**src/rtl/bus_sequencer.sv**
```systemverilog
// Shares one system bus between a slow CPU (upper half of each CPU cycle) and
// round-robin auxiliary requesters (3-cycle slots in the lower half).
// Optional: define BUS_SEQ_WRITE_PROTECT_EN to suppress CPU writes to ROM.
module bus_sequencer #(
   parameter int NUM_REQ    = 3,
   parameter int ADDR_WIDTH = 17,
   parameter int DATA_WIDTH = 8,
   parameter int CPU_DIV    = 16
) (
   input  logic                          clk_16_i,
   input  logic                          reset_ni,
   output logic                          clk_cpu_o,
   input  logic                          cpu_valid_i,
   input  logic                          cpu_rw_ni,
   input  logic                          cpu_readonly_i,
   output logic                          cpu_en_o,
   input  logic [NUM_REQ-1:0]            req_valid_i,
   input  logic [NUM_REQ-1:0]            req_rw_ni,
   input  logic [NUM_REQ*ADDR_WIDTH-1:0] req_addr_i,
   input  logic [NUM_REQ*DATA_WIDTH-1:0] req_data_i,
   output logic [NUM_REQ-1:0]            req_ready_o,
   output logic [DATA_WIDTH-1:0]         rd_data_o,
   output logic [$clog2(NUM_REQ)-1:0]    grant_o,
   input  logic [DATA_WIDTH-1:0]         bus_data_i,
   output logic [ADDR_WIDTH-1:0]         bus_addr_o,
   output logic [DATA_WIDTH-1:0]         bus_data_o,
   output logic                          bus_addr_oe_o,
   output logic                          bus_data_oe_o,
   output logic                          bus_rw_no,
   output logic                          ram_oe_no,
   output logic                          ram_we_no
);

   localparam int GW       = $clog2(NUM_REQ);
   localparam int PW       = $clog2(CPU_DIV);
   localparam int HALF     = CPU_DIV / 2;
   localparam int SLOTS    = (HALF - 1) / 3;
   localparam int SLOT_END = 3 * SLOTS;

   localparam logic [1:0] S_IDLE   = 2'd0;
   localparam logic [1:0] S_SETUP  = 2'd1;
   localparam logic [1:0] S_STROBE = 2'd2;
   localparam logic [1:0] S_DONE   = 2'd3;

   logic [PW-1:0]         phase, phase_next;
   logic [1:0]            state;
   logic                  clk_cpu, cpu_en;
   logic [GW-1:0]         grant, nxt_grant;
   logic                  found, slot_start, launch, aux_on;
   logic [NUM_REQ-1:0]    grant_oh, eligible;
   logic [ADDR_WIDTH-1:0] addr_q, sel_addr;
   logic [DATA_WIDTH-1:0] wdata_q, sel_data, rd_q;
   logic                  rw_q, sel_rw;
   logic                  cpu_we_win, cpu_wp;

   assign phase_next = (phase == PW'(CPU_DIV - 1)) ? '0 : phase + 1'b1;
   assign slot_start = (int'(phase_next) < SLOT_END) && (int'(phase_next) % 3 == 0);

   always_comb begin
      grant_oh = '0;
      for (int k = 0; k < NUM_REQ; k++)
         grant_oh[k] = (int'(grant) == k);
   end

   // The grantee's valid is still high in its ready cycle; that is not a new request.
   assign eligible = req_valid_i & ~((state == S_DONE) ? grant_oh : '0);

   always_comb begin
      nxt_grant = grant;
      found     = 1'b0;
      for (int i = 1; i <= NUM_REQ; i++)
         for (int k = 0; k < NUM_REQ; k++)
            if (!found && eligible[k] && (k == (int'(grant) + i) % NUM_REQ)) begin
               nxt_grant = GW'(k);
               found     = 1'b1;
            end
   end

   always_comb begin
      sel_addr = '0;
      sel_data = '0;
      sel_rw   = 1'b1;
      for (int k = 0; k < NUM_REQ; k++)
         if (int'(nxt_grant) == k) begin
            sel_addr = req_addr_i[k*ADDR_WIDTH +: ADDR_WIDTH];
            sel_data = req_data_i[k*DATA_WIDTH +: DATA_WIDTH];
            sel_rw   = req_rw_ni[k];
         end
   end

   // DONE may chain straight into the next slot's SETUP.
   assign launch = ((state == S_IDLE) || (state == S_DONE)) && slot_start && found;

   always_ff @(posedge clk_16_i or negedge reset_ni) begin
      if (!reset_ni) begin
         phase   <= '0;
         clk_cpu <= 1'b0;
         cpu_en  <= 1'b0;
      end else begin
         phase   <= phase_next;
         clk_cpu <= (phase_next >= PW'(HALF));
         if (phase == PW'(HALF - 1))
            cpu_en <= cpu_valid_i;
         else if (phase == PW'(CPU_DIV - 1))
            cpu_en <= 1'b0;
      end
   end

   always_ff @(posedge clk_16_i or negedge reset_ni) begin
      if (!reset_ni) begin
         state   <= S_IDLE;
         grant   <= GW'(NUM_REQ - 1);
         addr_q  <= '0;
         wdata_q <= '0;
         rw_q    <= 1'b1;
         rd_q    <= '0;
      end else begin
         case (state)
            S_IDLE, S_DONE: state <= launch ? S_SETUP : S_IDLE;
            S_SETUP:        state <= S_STROBE;
            S_STROBE:       state <= S_DONE;
            default:        state <= S_IDLE;
         endcase
         if (launch) begin
            grant   <= nxt_grant;
            addr_q  <= sel_addr;
            wdata_q <= sel_data;
            rw_q    <= sel_rw;
         end
         if (state == S_STROBE && rw_q)
            rd_q <= bus_data_i;
      end
   end

`ifdef BUS_SEQ_WRITE_PROTECT_EN
   assign cpu_wp = cpu_readonly_i;
`else
   logic unused_readonly;
   assign unused_readonly = cpu_readonly_i;
   assign cpu_wp          = 1'b0;
`endif

   // CPU write strobe skips the first and last enabled phase for address/data setup and hold.
   assign cpu_we_win = (phase >= PW'(HALF + 1)) && (phase <= PW'(CPU_DIV - 2));
   assign aux_on     = (state != S_IDLE);

   assign ram_oe_no     = ~(((state == S_STROBE) && rw_q) || (cpu_en && cpu_rw_ni));
   assign ram_we_no     = ~(((state == S_STROBE) && !rw_q) ||
                            (cpu_en && !cpu_rw_ni && cpu_we_win && !cpu_wp));
   assign bus_addr_oe_o = aux_on;
   assign bus_data_oe_o = aux_on && !rw_q;
   assign bus_rw_no     = aux_on ? rw_q : 1'b1;
   assign bus_addr_o    = addr_q;
   assign bus_data_o    = wdata_q;
   assign rd_data_o     = rd_q;
   assign grant_o       = grant;
   assign clk_cpu_o     = clk_cpu;
   assign cpu_en_o      = cpu_en;
   assign req_ready_o   = (state == S_DONE) ? grant_oh : '0;

endmodule

```
**config.mk**
```make
export PLATFORM = sky130hd
export DESIGN_NAME = bus_sequencer
export DESIGN_NICKNAME = d
export VERILOG_FILES = /design/src/rtl/bus_sequencer.sv
export SDC_FILE = /design/constraint.sdc
export NUM_CORES = 1
export LEC_CHECK = 0
export ABC_AREA = 1
export CAP_MARGIN = 20
export CORE_MARGIN = 1.5
export CORE_UTILIZATION = 55
export CTS_BUF_LIST = sky130_fd_sc_hd__clkbuf_2
export DETAILED_ROUTE_END_ITERATION = 8
export DONT_BUFFER_PORTS = 1
export PLACE_DENSITY = 0.73
export SYNTH_ARGS = -nofsm -noshare
export SYNTH_HDL_FRONTEND = slang
export SYNTH_SLANG_ARGS = --single-unit
```
**constraint.sdc**
```tcl
create_clock -name clk_16_i -period 2.8 [get_ports clk_16_i]
set_input_delay 0.56 -clock clk_16_i [delete_from_list [all_inputs] [get_ports clk_16_i]]
set_output_delay 0.56 -clock clk_16_i [all_outputs]
set_load 0.1 [all_outputs]
```
==> results.yml, run 1 <==
status:
  outcome: "complete, but fails checks"
  violations: "negative setup slack"
logic_synthesis:
  async_flop_share_pct: 100
  syn-cell-area_um2: 3600
  synthAdderAreaFrac_pct: 4.86
  ys_types: 40
  synth_compound_area_share_pct: 2.64
  synth_top_flop_cell: "dfrtp_1"
  ys_seq_area_share_pct: 30.6
  synth.avg_cell_area_um2: 7.83
  synth_nets: 568
  ys_warn_count: 0
  ys_seq_elements: 44
  synth-edff-count: 0
  synthSimpleGateAreaFrac_pct: 48.0
  synth-xor-area-share_pct: 0
  synth_mux_area_share_pct: 2.50
  synth_cells: 460
  synth_top_family_by_area: "simple AND/OR/NAND/NOR gates"
power:
  power.leakage_nw: 2.28
  pwr_density_cell_nw_per_um2: 1320
  switchingPower_mw: 4.14
  p_comb_share_pct: 49.2
  seq_power_share_pct: 44.5
  p_int_mw: 2.02
  ir_worst_vdd_uv: 1210
  p_clk_share_pct: 6.3
  p_sw_share_pct: 67.2
critical_path:
  critPathLaunch: "phase[0]"
  reg2reg_from: "phase[0]"
  start_kind: "flop"
  cp-end-kind: "flop"
  critical_path_class: "flop to flop"
  cp_max_fo: 7
  reg2reg_slack_ns: -0.26
  required_ns: 3.14
  reg2reg_depth: 26
  crit_end: "bus_addr_o[2]"
  r2r_end: "bus_addr_o[2]"
  cp_data_arrival_time_ns: 3.40
die:
  initial_utilization_pct: 56.7
  die_h_um: 83.9
  core-area_um2: 6350
  rows: 29
  ios: 139
  dieWidth_um: 83.9
  fp.dieArea_um2: 7040
cts:
  cts-root-buf: "clkbuf_2"
  cts_buffer_depth: 2
  cts.clk_slew.worst_paths_ns: 0.26
  numCtsBuffers: 5
  cts_tree: "built"
  cts_sinks: 44
  clock_latency_ns: 0.42
  htree_levels: 2
routing:
  drtAntennaViolNets: 0
  vias_per_cell: 5.85
  wl_per_cell_um: 16.3
  dr.first_iter.drc_count: 138
  first_pass_iters: 5
  drc: 0
  via_count: 3443
  drt-total-wl_um: 9590
sta:
  rsz0062_at_grt: "yes"
  final_max_slew_viol_count: 0
  period_needed_ns: 3.06
  tightest_slew_ns: 1.03
  fmax_ghz: 0.326
  fin_skew_ns: 0.0152
  holdWs_ns: 0.253
  fin_ws_ns: -0.263
  setup_tns_ns: -6.85
  layout_worst_path_cycle_share_pct: 109
  final-hold-violation-count: 0
  finalSetupViolations: 29
  relSlewSlack_pct: 31.0
global_routing:
  grt_pass1_vias: 3391
  grt_antenna_before_repair: 0
  grt-ovfl-total: 0
  grt_max_degree: 45
  grt_usage_pct: 26.5
  grt_pass1_wl_um: 15400
flow_run:
  maxCapViolations: 0
place:
  numPortBuffers: 0
  gp_congestion: 0.908
  pre_cts_ws_ns: -0.162
  dpl.hpwl_um: 6580
final_layout:
  antenna_cells: 0
  syn_to_final_growth_pct: 29.5
  final_nets: 619
  drive_gt1_share_pct: 44.7
min_path:
  min_path_type: "input pin to flop"
[per-stage QoR]
stage | power [mW] | instances | utilization (%) | instance area, µm²
after floorplan | 5.26 | 460 | - | 3760
after global placement | 5.50 | 561 | 63.5 | 4030
after detailed placement | 5.56 | 561 | 63.5 | 4030
after CTS | 6.02 | 581 | 68.6 | 4360
after global routing | 6.51 | 589 | 73.4 | 4660
final | 6.17 | 589 | 73.4 | 4660
[power by group through the flow]
stage          clock network [mW]  registers, mW  logic [mW]
4_1_cts                     0.394           2.70        2.93
3_3_place_gp                    0           2.70        2.80
3_5_place_dp                    0           2.70        2.86
5_1_grt                     0.424           2.77        3.31
2_1_floorplan                   0           2.73        2.52
6_report                    0.390           2.74        3.03
[worst max-delay path: stages, from the launching register on]
cell,delay (ns)
dfrtp_1,0.49
ha_4,0.19
inv_2,0.07
nand2_2,0.06
nand2_4,0.08
nand2_4,0.07
inv_4,0.06
ha_4,0.19
inv_2,0.05
nand3_2,0.07
nand3_4,0.12
nand2_4,0.07
nand4_1,0.16
nand2_4,0.08
ha_4,0.17
inv_4,0.08
nand2_4,0.05
nor2_4,0.08
nand2_1,0.06
nand2_1,0.07
nand2_1,0.06
nor2_2,0.14
nand3_4,0.11
buf_12,0.15
buf_12,0.15
nand2_4,0.05
nand2_2,0.06
[synth_stat cells, types with 2 or more instances]
cell / count / area (µm²)
nand3_2: 25 / 250
o21ai_0: 3 / 15.0
nand3_1: 75 / 375
dfstp_2: 2 / 52.6
nand2_4: 3 / 33.8
inv_2: 4 / 15.0
nand3_4: 3 / 52.6
nor2_8: 2 / 40.0
dfrtp_1: 42 / 1050
mux2_2: 8 / 90.1
buf_2: 3 / 15.0
nand2_2: 23 / 144
nand4_4: 2 / 42.5
clkbuf_1: 2 / 7.51
nand2_1: 122 / 458
inv_1: 46 / 173
buf_4: 7 / 52.6
nor2_1: 9 / 33.8
o21ai_2: 2 / 17.5
nor2_2: 5 / 31.3
nand4_1: 32 / 200
buf_12: 3 / 60.1
buf_6: 6 / 67.6
ha_1: 14 / 175
a21oi_1: 2 / 10.0
[state kept, by name (all words and copies together) (netlist names)]
name and count:
state 2, bus_addr_o 17, grant_o 2, phase 4, bus_data_o 8, cpu_en_o 1
clk_cpu_o 1, rd_data_o 8, rw_q 1
[layer usage]
metal  up-vias  wire (µm)  GRT usage (%)
met2       155       5060           47.8
met4         0        268           7.45
met3        30        547           4.85
li1       1636          -              -
met5         -          0              0
met1      1622       3710           32.1
[final cells by class]
class                   instances  area (µm²)
fillers                       458        1690
inverters                      51         196
multi-input cells             343        2530
clock buffers                   5        25.0
flip-flops and latches         44        1110
clock inverters                 3        46.3
well taps                      77        96.3
repair buffers                 66         659
[cell usage in the layout (no fill, tap or decap), types with 2 or more instances in the layout]
master and instances:
inv_2 7, o21ai_2 2, nand3_4 7, nand3_2 39
buf_16 3, nand3_1 57, nor2_8 2, nor2_4 5
ha_4 4, nand2_1 81, buf_4 49, dfrtp_1 41
nand4_1 32, buf_6 7, inv_1 41, mux2_2 8
buf_12 6, nor2_2 3, clkbuf_2 5, nand4_4 3
inv_4 2, nand2_4 28, nor2_1 7, o21ai_0 3
a21oi_1 2, nand2_2 39, ha_1 10
[logic make-up (layout without fill, tap and decap cells)]
family                     after synthesis  after routing
muxes                                    8              8
and+or+nand+nor                        308            308
adders and majority gates               14             14
AOI/OAI and AO/OA                       13             13
DFF                                     44             44
buffers and inverters                   73            125
[repair_timing]
action	in CTS	in global routing
hold endpoints to repair	44	0
resized for setup	28	61
setup buffers	8	8
hold buffers	2	0
endpoints found under the setup margin	29	29
gates cloned	2	0
pin swaps	34	25
[worst min-delay path by stage]
stage / from / to / slack [ns] / cells after the start
finish: bus_data_i[7] / rd_data_o[7] / 0.25 / 1
global route: bus_data_i[7] / rd_data_o[7] / 0.20 / 1
CTS: bus_data_i[7] / rd_data_o[7] / 0.24 / 1
detailed placement: reset_ni / rd_data_o[5] / 0.27 / 0
global placement: reset_ni / rd_data_o[5] / 0.27 / 0
floorplan: reset_ni / bus_addr_o[0] / 0.26 / 0
(Power assumes the default switching activity.)
==> run 2: changes to the inputs <==
--- a/config.mk
+++ b/config.mk
@@ -7,12 +7,14 @@
 export LEC_CHECK = 0
 export ABC_AREA = 1
 export CAP_MARGIN = 20
+export CORE_ASPECT_RATIO = 1.5
 export CORE_MARGIN = 1.5
 export CORE_UTILIZATION = 55
 export CTS_BUF_LIST = sky130_fd_sc_hd__clkbuf_2
 export DETAILED_ROUTE_END_ITERATION = 8
 export DONT_BUFFER_PORTS = 1
-export PLACE_DENSITY = 0.73
+export PLACE_DENSITY = 0.7
+export REMOVE_ABC_BUFFERS = 1
 export SYNTH_ARGS = -nofsm -noshare
 export SYNTH_HDL_FRONTEND = slang
 export SYNTH_SLANG_ARGS = --single-unit
==> constraint.sdc (replaced) <==
create_clock -name clk_16_i -period 3.65 [get_ports clk_16_i]
set_input_delay 0.73 -clock clk_16_i [delete_from_list [all_inputs] [get_ports clk_16_i]]
set_output_delay 0.73 -clock clk_16_i [all_outputs]
set_load 0.1 [all_outputs]
==> run 2 against run 1 <==
Net effect:
- the flow now finishes without violations
- non-clock buffer count is 55 lower
- via count is 9.7% lower
- routed wire length is 9.4% lower
- worst setup slack better by 0.55 ns
- clock skew is 0.0025 ns higher
- critical path depth is 5 lower
- fmax is 8.8% lower
- critical endpoint is now bus_addr_o[8]
==> results.yml, run 2 (same netlist as run 1, synthesis figures left out) <==
final_layout:
  final_util_pct: 59.7
  largest_reg_flops: 17
  final_nets: 566
  syn_to_final_growth_pct: 3.02
  antenna_cells: 0
  drive_gt1_share_pct: 23.5
  final_common_cell: "nand2_1"
  fillCellCount: 577
  multi_input_area_um2: 2130
  final_cell_mix: "nand2_1, nand3_1, inv_1"
  register_area_um2: 1100
die:
  fp.dieArea_um2: 7050
  initial_utilization_pct: 57.9
  ios: 139
  core-area_um2: 6220
  die_h_um: 102
  rows: 35
  dieWidth_um: 69.1
sta:
  relSlewSlack_pct: 35.9
  holdWs_ns: 0.104
  fin_ws_ns: 0.291
  setup_tns_ns: 0
  fmax_ghz: 0.298
  tightest_slew_ns: 0.962
  finalSetupViolations: 0
  fin_skew_ns: 0.0177
  layout_worst_path_cycle_share_pct: 92.0
  final_max_slew_viol_count: 0
  final-hold-violation-count: 0
  period_needed_ns: 3.36
min_path:
  min_path_type: "input pin to async pin"
status:
  outcome: "finished, final reports clean"
routing:
  wl_per_cell_um: 16.3
  first_pass_iters: 4
  via_count: 3108
  drt-total-wl_um: 8690
  dr.first_iter.drc_count: 122
  vias_per_cell: 5.83
  drtAntennaViolNets: 0
  drc: 0
critical_path:
  reg2reg_depth: 21
  start_kind: "flop"
  crit_slowest_cell: "dfrtp_1"
  critical_path_class: "flop to flop"
  required_ns: 4.02
  cp_data_arrival_time_ns: 3.73
  cp-end-kind: "flop"
  crit_chain: "ha_1 -> inv_1 -> nand2_1 -> nand2_2 -> nand2_4 -> inv_2 -> ha_1 -> inv_1 -> nand3_1 -> nand3_2 -> nand2_4 -> nand3_4 -> nand2_2 -> nand2_2 -> ha_1 -> or2_2 -> nand2_1 -> nand3_2 -> nor2_4 -> nand3_1 -> nand2_1"
  cpPeakStageDelay_ns: 0.48
  cp_max_fo: 7
cts:
  cts.clk_slew.worst_paths_ns: 0.24
  clock_latency_ns: 0.41
  htree_levels: 2
  cts_tree: "built"
  cts_buffer_depth: 2
  numCtsBuffers: 5
  cts-root-buf: "clkbuf_2"
  cts_sinks: 44
flow_run:
  maxCapViolations: 0
global_routing:
  grt-ovfl-total: 0
  grt_usage_pct: 23.8
  grt_pass1_wl_um: 13800
  grt_max_degree: 43
  grt_pass1_vias: 2983
  grt_antenna_before_repair: 0
place:
  dpl.hpwl_um: 6250
  pre_cts_ws_ns: 0.227
  numPortBuffers: 0
  gp_congestion: 0.807
==> run 2: cell count changes in the layout (fill, tap and decap cells not counted), sizes merged <==
cell         before  now
buf              65   11
clkinvlp          1    0
nor2             17   19
dlygate4sd3       1    0
inv              51   50
clkinv            1    3
==> run 2: path summary, 6_finish.rpt <==
kind | slack, ns | to | start
hold / removal | 0.10 | rd_data_o[4] | reset_ni
setup reg to reg | 0.29 | bus_addr_o[8] | phase[1]
min in group clk_16_i | 0.44 | rd_data_o[6] | bus_data_i[6]
hold reg to reg | 0.53 | rw_q | rw_q
setup / recovery | 0.29 | bus_addr_o[8] | phase[1]
max in group asynchronous | 3.33 | state[1] | reset_ni
==> run 2: timing repair <==
item | CTS | global route
resized for setup | 0 | 6
hold buffers | 1 | 0
endpoints found under the hold margin | 42 | 0
endpoints found under the setup margin | 0 | 28
buffers inserted | 0 | 2
==> run 2: stage by stage <==
stage          cells  instance area (µm²)
6_report         533                 3710
5_1_grt          533                 3710
4_1_cts          529                 3640
3_5_place_dp     520                 3550
3_3_place_gp     520                 3550
2_1_floorplan    438                 3380
==> run 2: worst max-delay path, delay by kind of cell (launching register included) <==
kind | cells | cell delay, ns
fa+ha+maj | 3 | 0.73
buf+inv | 3 | 0.16
flops | 1 | 0.48
simple gates | 15 | 1.95
==> run 2: layout make-up <==
class	count	share of cell area (%)
clock buffer	5	0.674
clock inverter	3	1.15
inverter	51	5.16
multi-input combinational	345	57.3
sequential	44	29.8
tap	74	2.49
timing repair buffer	11	3.44
==> run 2: routing by layer <==
| metal | up-vias | wire [µm] | global-route usage [%] | part of all wire (%) |
|---|---|---|---|---|
| met1 | 1453 | 3350 | 26.8 | 39 |
| met4 | 0 | 132 | 6.64 | 1.5 |
| met5 | - | 0 | 0 | 0 |
| met2 | 123 | 4680 | 45.0 | 54 |
| li1 | 1519 | - | - | - |
| met3 | 13 | 526 | 5.33 | 6.1 |
Power of run 2 is not shown: default switching activity piles up to over one toggle a cycle in this logic, so the estimate is an artifact.
==> run 3: changes to the inputs <==
--- a/config.mk
+++ b/config.mk
@@ -9,12 +9,12 @@
 export CAP_MARGIN = 20
 export CORE_ASPECT_RATIO = 1.5
 export CORE_MARGIN = 1.5
-export CORE_UTILIZATION = 55
+export CORE_UTILIZATION = 41
 export CTS_BUF_LIST = sky130_fd_sc_hd__clkbuf_2
 export DETAILED_ROUTE_END_ITERATION = 8
 export DONT_BUFFER_PORTS = 1
-export PLACE_DENSITY = 0.7
 export REMOVE_ABC_BUFFERS = 1
 export SYNTH_ARGS = -nofsm -noshare
 export SYNTH_HDL_FRONTEND = slang
 export SYNTH_SLANG_ARGS = --single-unit
+export TNS_END_PERCENT = 1
==> run 3 against run 2 <==
Net effect:
- fmax grew 0.32%
- clock skew shrank 0.0053 ns
- largest cell class unchanged
- global-route usage shrank 4.7 points
- via count grew 1.2%
- final area grew 1.2%
- non-clock buffer count is the same
==> results.yml, run 3 (same netlist as run 1, synthesis figures left out) <==
status:
  outcome: "finished, final reports clean"
flow_run:
  maxCapViolations: 0
min_path:
  min_path_type: "input pin to async pin"
place:
  dpl_cell_area_um2: 3610
  numPortBuffers: 0
  dp_cells: 554
  dpl.hpwl_um: 6390
  gp_congestion: 0.801
  pre_cts_ws_ns: 0.217
final_layout:
  final_common_cell: "nand2_1"
  final_cell_mix: "nand2_1, nand3_1, inv_1"
  syn_to_final_growth_pct: 4.27
  largest_reg_flops: 17
  final_nets: 566
  antenna_cells: 0
  stdcell_area_um2: 3760
  drive_gt1_share_pct: 23.7
  finalNonFillerCells: 566
critical_path:
  required_ns: 4.06
  cp-end-kind: "flop"
  start_kind: "flop"
  reg2reg_from: "grant_o[1]"
  cp_max_fo: 30
  critPathLaunch: "grant_o[1]"
  critical_path_class: "flop to flop"
  cp_data_arrival_time_ns: 3.76
cts:
  cts_tree: "built"
  cts_sinks: 44
  htree_levels: 2
  numCtsBuffers: 5
  cts-root-buf: "clkbuf_2"
  clock_latency_ns: 0.44
  cts_buffer_depth: 2
  cts.clk_slew.worst_paths_ns: 0.26
routing:
  drt-total-wl_um: 9090
  routed.top_layer: "met4"
  wl_met2_um: 4880
  vias_per_cell: 5.56
  dr.first_iter.drc_count: 168
  drc: 0
  via_count: 3146
  wl_met1_um: 3480
  wl_per_cell_um: 16.1
  route.met3.wl_um: 599
  drtAntennaViolNets: 0
  first_pass_iters: 5
die:
  dieWidth_um: 79.5
  core-area_um2: 8460
  ios: 139
  fp.dieArea_um2: 9370
  initial_utilization_pct: 42.6
  rows: 41
  die_h_um: 118
sta:
  fmax_ghz: 0.299
  period_needed_ns: 3.35
  relSlewSlack_pct: 35.6
  final-hold-violation-count: 0
  fin_ws_ns: 0.302
  final_max_slew_viol_count: 0
  fin_skew_ns: 0.0124
  layout_worst_path_cycle_share_pct: 91.7
  setup_tns_ns: 0
  rsz0062_at_grt: "no"
  finalSetupViolations: 0
  tightest_slew_ns: 0.966
global_routing:
  grt_pass1_wl_um: 14300
  grt_pass1_vias: 3108
  grt_usage_pct: 19.1
  grt_antenna_before_repair: 0
  grt-ovfl-total: 0
  grt_max_degree: 43
## run 3: cell count changes in the layout (fill, tap and decap cells not counted)
cell        change
clkinv_1        -1
clkinv_4        -1
clkinvlp_4      +1
inv_6           +1
## run 3: final cells by class
| class | count | area, µm² |
|---|---|---|
| clock buffers | 5 | 25.0 |
| fillers | 889 | 4710 |
| well taps | 107 | 134 |
| inverters | 51 | 191 |
| multi-input cells | 345 | 2130 |
| clock inverters | 3 | 46.3 |
| repair buffers | 11 | 128 |
| flip-flops and latches | 44 | 1100 |
## run 3: critical path, stage by stage (launching register included)
cell and delay (ns):
dfstp_2 0.63, inv_1 0.07, ha_1 0.31, inv_1 0.08
nand3_2 0.09, nand2_2 0.13, nor2_2 0.06, nand2_2 0.12
nand3_2 0.11, nor2_4 0.14, nand3_2 0.14, nand3_4 0.27
nand2_4 0.37, nor2_4 0.43, nand2_1 0.10, nand3_1 0.09
nand3_1 0.09, nand2_1 0.08
## run 3: metal layers
layer,vias to the layer above,global-route usage [%]
met5,-,0
met4,0,5.92
met3,10,4.11
met2,137,36.5
met1,1478,19.9
li1,1521,-
## run 3: through the flow
stage / hold WS (ns) / utilization [%]
after floorplan: 0.434 / -
after global placement: 0.436 / 42.6
after detailed placement: 0.435 / 42.6
after CTS: 0.0438 / 43.8
after global routing: 0.00857 / 44.4
final: 0.0777 / 44.4
## run 3: final timing paths
| path | end | slack, ns | cells past startpoint |
|---|---|---|---|
| min in group clk_16_i | rd_data_o[7] | 0.41 | 1 |
| max in group asynchronous | grant_o[0] | 3.37 | 1 |
| max reg2reg | bus_addr_o[2] | 0.30 | 17 |
| min reg2reg | grant_o[1] | 0.51 | 2 |
| min | bus_addr_o[0] | 0.08 | 1 |
| max | bus_addr_o[2] | 0.30 | 17 |
## run 3: repair_timing
action                                 in CTS  in global routing
resized for setup                           0                  3
hold buffers                                1                  0
endpoints found under the hold margin      42                  0
buffers inserted                            0                  1
setup endpoints to repair                   0                 28
Power of run 3 is left out for the same reason.
